`src/rtl/vending_machine.sv`:
```
// vending_machine: single-product coin-accumulating vend controller with change return
// ports: clk; reset (async, active-low); coin5/coin10/coin25/select one-cycle pulses in;
//        dispense (one-cycle vend strobe) and change (overpayment, valid only with dispense) out
module vending_machine #(
    parameter int unsigned PRICE = 25
) (
    input  logic       clk,
    input  logic       reset,
    input  logic       coin5,
    input  logic       coin10,
    input  logic       coin25,
    input  logic       select,
    output logic       dispense,
    output logic [4:0] change
);
    typedef enum logic [1:0] {IDLE = 2'b00, COLLECT = 2'b01, DISPENSE = 2'b10} state_t;
    localparam logic [5:0] P = 6'(PRICE);
    state_t     current_state, next_state;
    logic [5:0] total_amount, total_next, coin_val, sum;
    logic [4:0] change_next;
    logic       dispense_next, coin;
    always_comb begin
        coin_val = coin25 ? 6'd25 : coin10 ? 6'd10 : coin5 ? 6'd5 : 6'd0;
        coin = coin25 | coin10 | coin5;
        sum = total_amount + coin_val;
        next_state = current_state;
        total_next = total_amount;
        dispense_next = 1'b0;
        change_next = 5'd0;
        if (!(current_state inside {IDLE, COLLECT})) begin
            next_state = IDLE;
            total_next = 6'd0;
        end else if (coin || (select && total_amount >= P)) begin
            // with no coin, sum equals total_amount, so select vends through the same path
            total_next = sum;
            next_state = sum >= P ? DISPENSE : COLLECT;
            dispense_next = sum >= P;
            change_next = sum >= P ? 5'(sum - P) : 5'd0;
        end
    end
    always_ff @(posedge clk or negedge reset) begin
        if (!reset) begin
            current_state <= IDLE;
            total_amount <= 6'd0;
            dispense <= 1'b0;
            change <= 5'd0;
        end else begin
            current_state <= next_state;
            total_amount <= total_next;
            dispense <= dispense_next;
            change <= change_next;
        end
    end
endmodule

```
`config.mk`:
```
export PLATFORM = sky130hd
export DESIGN_NAME = vending_machine
export DESIGN_NICKNAME = d
export VERILOG_FILES = /design/src/rtl/vending_machine.sv
export SDC_FILE = /design/constraint.sdc
export NUM_CORES = 1
export LEC_CHECK = 0
export CAP_MARGIN = 20
export CORE_MARGIN = 4
export CORE_UTILIZATION = 51
export CTS_BUF_LIST = sky130_fd_sc_hd__clkbuf_16
export DETAILED_ROUTE_END_ITERATION = 10
export HOLD_SLACK_MARGIN = 0.03
export PLACE_DENSITY = 0.8
export SYNTH_ARGS = -nofsm -noshare
export SYNTH_HDL_FRONTEND = slang
export SYNTH_SLANG_ARGS = --single-unit
```
`constraint.sdc`:
```
create_clock -name clk -period 2.5 [get_ports clk]
set_clock_uncertainty 0.2 [all_clocks]
set_input_delay 0.5 -clock clk [delete_from_list [all_inputs] [get_ports clk]]
set_output_delay 0.5 -clock clk [all_outputs]
set_load 0.05 [all_outputs]
```
---- Word level (Yosys, flattened, before mapping) ----
Index checks and enable logic that the tools add are counted.
storage, ports and cells
  register bits ........................... 14
  input port bits ......................... 6
  output and inout bits ................... 6
  logic and storage cells ................. 29
cells by class
  add/sub/neg operators ................... 2
  order comparisons ....................... 2
  equal/unequal tests ..................... 2
  muxes and demuxes ....................... 13
  bitwise gates (word level) .............. 2
  reduce and logical (&&, ||, !) cells .... 4
operators by type and width
  kind                 number
  $mux 5               4
  $ge 6x5->1 const B   2
  $mux 6               2
  $add 6x5->6          1
  $mux 2               3
  $sub 5x5->5 const B  1
  $mux 4               1
  $mux 3               1
  $eq 2x1->1 const B   1
  $logic_not 2->1      1
  $mux 1               2
  $ne 2x1->1 const B   1
  $or 1x1->1           2
  $reduce_bool 2->1    1
  $logic_and 1x1->1    1
  $logic_or 1x1->1     1

---- Depth between registers and ports, before layout ----
  depth after elaboration ................. 8
  gate-level depth with buffers ........... 9
  gate-level depth less buffers ........... 9

---- Worst setup path after synthesis ----
OpenSTA, ideal clock, no wires.
  kind .................................... input-to-reg
  start ................................... input port coin10
  end ..................................... register change[3]
  setup time .............................. 88 ps
  data arrival time ....................... 2190 ps
  required time ........................... 2212 ps
  slack ................................... 21 ps
  stages .................................. 9
  path buffers ............................ 0
  cells stage by stage .................... inv_1 a21o_1 ha_1 fa_1 a21o_1 a21oi_1 xnor2_2 a31oi_4 nor3b_1
on the way
  word-level cells in the longest chain between the ends .. 7
  elaborated cells between the ends (all ways) .. 11
  those cells by class .................... 2 x add/sub; 1 x order compare; 5 x mux; 2 x bitwise; 1 x reduce/logical
RTL lines
  item                                       line  RTL
  start: declaration                         10    input logic coin10,
  $mux 4                                     23    coin_val = coin25 ? 6'd25 : coin10 ? 6'd10 : coin5 ? 6'd5 : 6'd0;
  $mux 5                                     23
  $add 6x5->6                                25    sum = total_amount + coin_val;
  $sub 5x5->5 or $ge 6x5->1 (tied branches)  38    change_next = sum >= P ? 5'(sum - P) : 5'd0;
  $mux 5                                     38
  $mux 5 (*)                                 33    end else if (coin || (select && total_amount >= P)) begin
  $mux 5 (*)                                 30    if (!(current_state inside {IDLE, COLLECT})) begin
  named net change_next[3]                   20    logic [4:0] change_next;
  end signal: assignment                     51    change <= change_next;
  end: declaration                           14    output logic [4:0] change
Mark *: on every way through the listed nets, which the timed path passes. The rest lies on a longest branch.
A chain may end at the register's enable or synchronous reset.

---- Worst setup path after layout ----
  start ................................... input port coin10
  end ..................................... register dispense
on the way
  word-level cells in the longest chain between the ends .. 6
  elaborated cells between the ends (all ways) .. 9
  those cells by class .................... 1 x add/sub; 1 x order compare; 4 x mux; 2 x bitwise; 1 x reduce/logical
RTL lines
  item                     line  RTL
  $mux 4                   23
  $mux 5                   23
  $add 6x5->6              25
  $ge 6x5->1               37    dispense_next = sum >= P;
  $mux 1 (*)               33
  $mux 1 (*)               30
  named net dispense_next  21    logic dispense_next, coin;
  end signal: assignment   50    dispense <= dispense_next;
  end: declaration         13    output logic dispense,
Marked as above.

==> flow_metrics.env <==
export IMPL_status="completed"
export IMPL_clockRootBuffer="clkbuf_16"
export IMPL_cts_sinks=13
export IMPL_tritoncts="built"
export IMPL_cts_buffers=3
export IMPL_crit_type="input pin to flip-flop"
export IMPL_yosysSeqAreaShare_pct=39.7
export IMPL_layout_common_cells="16 x buf_4, 13 x dfrtp_1, 8 x clkdlybuf4s50_1"
export IMPL_multi_input_area_sq_um=578
export IMPL_clk_pin_slew_ps=50
export IMPL_start_util_pct=54.4
export IMPL_post_drt_wl_per_cell_um=18.4
export IMPL_wl_mm=2.27
export IMPL_syn_area_per_cell_sq_um=10.6
export IMPL_fin_util_pct=81.8
export IMPL_ios=12
export IMPL_dieArea_sq_um=2310
export IMPL_startpoint_type="input pin"
export IMPL_grt_pass1_vias=707
export IMPL_hp_class="flip-flop to flip-flop"
export IMPL_die_y_um=48.1
export IMPL_fmax_mhz=409
export IMPL_pwr_density_cell_nw_per_um2=1530
export IMPL_path_max_fanout=7
export IMPL_htree_levels=1
export IMPL_nNetsFinal=122
export IMPL_register_area_sq_um=325
export IMPL_overflow=0
export IMPL_viasPerCell=5.88
export IMPL_grt_pass1_wl_mm=3.36
export IMPL_synth_edf_count=0
export IMPL_synth_cell_area_sq_um=820
export IMPL_p_leak_nw=0.568
export IMPL_final_common_cell="buf_4"
export IMPL_finalHoldViolCount=0
export IMPL_gp_congestion=0.838
export IMPL_period_minus_slack_ps=2440
export IMPL_port_buffers=11
export IMPL_synth_cells=77
export IMPL_ir_drop_mv=1.07
export IMPL_dr_pass1_iters=4
export IMPL_r2r_cells=6
export IMPL_insertedDiodeCount=0
export IMPL_required_ps=2410
export IMPL_antenna_found_initial=0
export IMPL_area_growth_pct=50.4
export IMPL_nFillCells=90
export IMPL_cp_arrival_ps=2360
export IMPL_synth_warnings=0
export IMPL_cp_end_kind="flip-flop"
export IMPL_drt_iter0_drc=14
export IMPL_ys_seq_elements=13
export IMPL_setup_violations_final=0
export IMPL_slew_headroom_pct=41.1
export IMPL_postRouteAntennaNets=0
export IMPL_drv_slew=0
export IMPL_rows=14
export IMPL_worstMarginPinSlew_ps=884
export IMPL_grt_use_total_pct=22.1
export IMPL_synth_ff_type="dfrtp_1"
export IMPL_drc=0
export IMPL_holdWs_ps=358
export IMPL_ys_async_sr_fraction_pct=100
export IMPL_die_x_um=48.1
export IMPL_yosysUniqueCellTypes=30
export IMPL_clockBufferDepth=2
export IMPL_drv_cap=0
export IMPL_core_sq_um=1510
export IMPL_insertion_delay_ps=240
export IMPL_vias=723
export IMPL_syn_nets=91
export IMPL_drive_gt1_share_pct=41.1
export IMPL_fin_area_sq_um=1230
export IMPL_min_path_cells=1
export IMPL_dpl_cell_area_sq_um=1060
export IMPL_min_period_over_period_pct=97.8
export IMPL_cts_hold_buf=0
export IMPL_grt_max_degree=14
-- final timing paths --
path | to | slack (ps) | start
setup reg to reg | dispense | 140 | total_amount[1]
min in group asynchronous | change[0] | 430 | reset
hold / removal | total_amount[4] | 360 | total_amount[4]
setup / recovery | dispense | 60 | coin10
hold reg to reg | total_amount[4] | 360 | total_amount[4]
max in group asynchronous | change[3] | 1300 | reset
-- what timing repair did --
item,CTS,global route
setup buffers,1,0
gates resized for setup,23,8
pin swaps,7,8
setup endpoints to repair,10,7
-- sequential cells by signal (all words and copies together) (netlist names) --
signal,cells
dispense,1
change,5
current_state,1
total_amount,6
-- synthesized netlist by cell type, drive strengths merged, types with 3 or more instances --
library cell	count	share of area [%]
a22o	6	6.4
xnor2	4	5.2
dfrtp	13	40
o21ai	3	1.8
ha	7	11
inv	4	1.8
nor2	9	4.1
nor3b	4	3.7
nand2	3	1.4
-- power by group --
| part | internal, W | switching (W) | total [W] | leakage, nW |
|---|---|---|---|---|
| clock | 0.000211 | 0.0000841 | 0.000295 | 0.0423 |
| combinational | 0.000590 | 0.000625 | 0.00121 | 0.358 |
| sequential | 0.000299 | 0.0000770 | 0.000376 | 0.168 |
-- final cells by class --
class / count / share of cell area (%)
multi-input combinational: 59 / 46.9
tap: 16 / 1.62
timing repair buffer: 27 / 17.5
clock inverter: 1 / 0.305
clock buffer: 3 / 6.09
sequential: 13 / 26.4
inverter: 4 / 1.22
-- logic make-up after synthesis --
| kind of cell | count (synthesis) | share of synthesized area (%) |
|---|---|---|
| DFF | 13 | 39.7 |
| AOI/OAI and AO/OA | 18 | 18.8 |
| adders and majority gates | 8 | 13.1 |
| buffers and inverters | 5 | 2.29 |
| and+or+nand+nor | 27 | 18.8 |
| xor gates and xnor gates | 6 | 7.33 |
-- routing by layer --
metal / part of all wire [%] / track usage [%] / vias to the layer above
met5: 0 / 0 / -
met4: 1.5 / 7.53 / 0
met2: 52 / 37.7 / 21
met3: 3.0 / 5.26 / 4
li1: - / - / 334
met1: 44 / 27.0 / 364
-- critical path, stage by stage --
cell and delay, ps:
buf_2 100, inv_2 40, a21o_1 180, ha_4 170
buf_4 140, a211oi_4 340, nor4b_2 90, or3b_4 410
a31oi_4 290, nor2b_1 100
-- metrics by stage --
step                worst slack [ps]  total power, W  instances  TNS (ps)
global placement                -563         0.00136        118     -5030
global route                   -18.3         0.00199        123     -31.6
detailed placement              -651         0.00139        118     -5690
CTS                             3.45         0.00180        123         0
finish                          55.5         0.00189        123         0
floorplan                       21.4         0.00105         77         0
(Power assumes the default switching activity.)
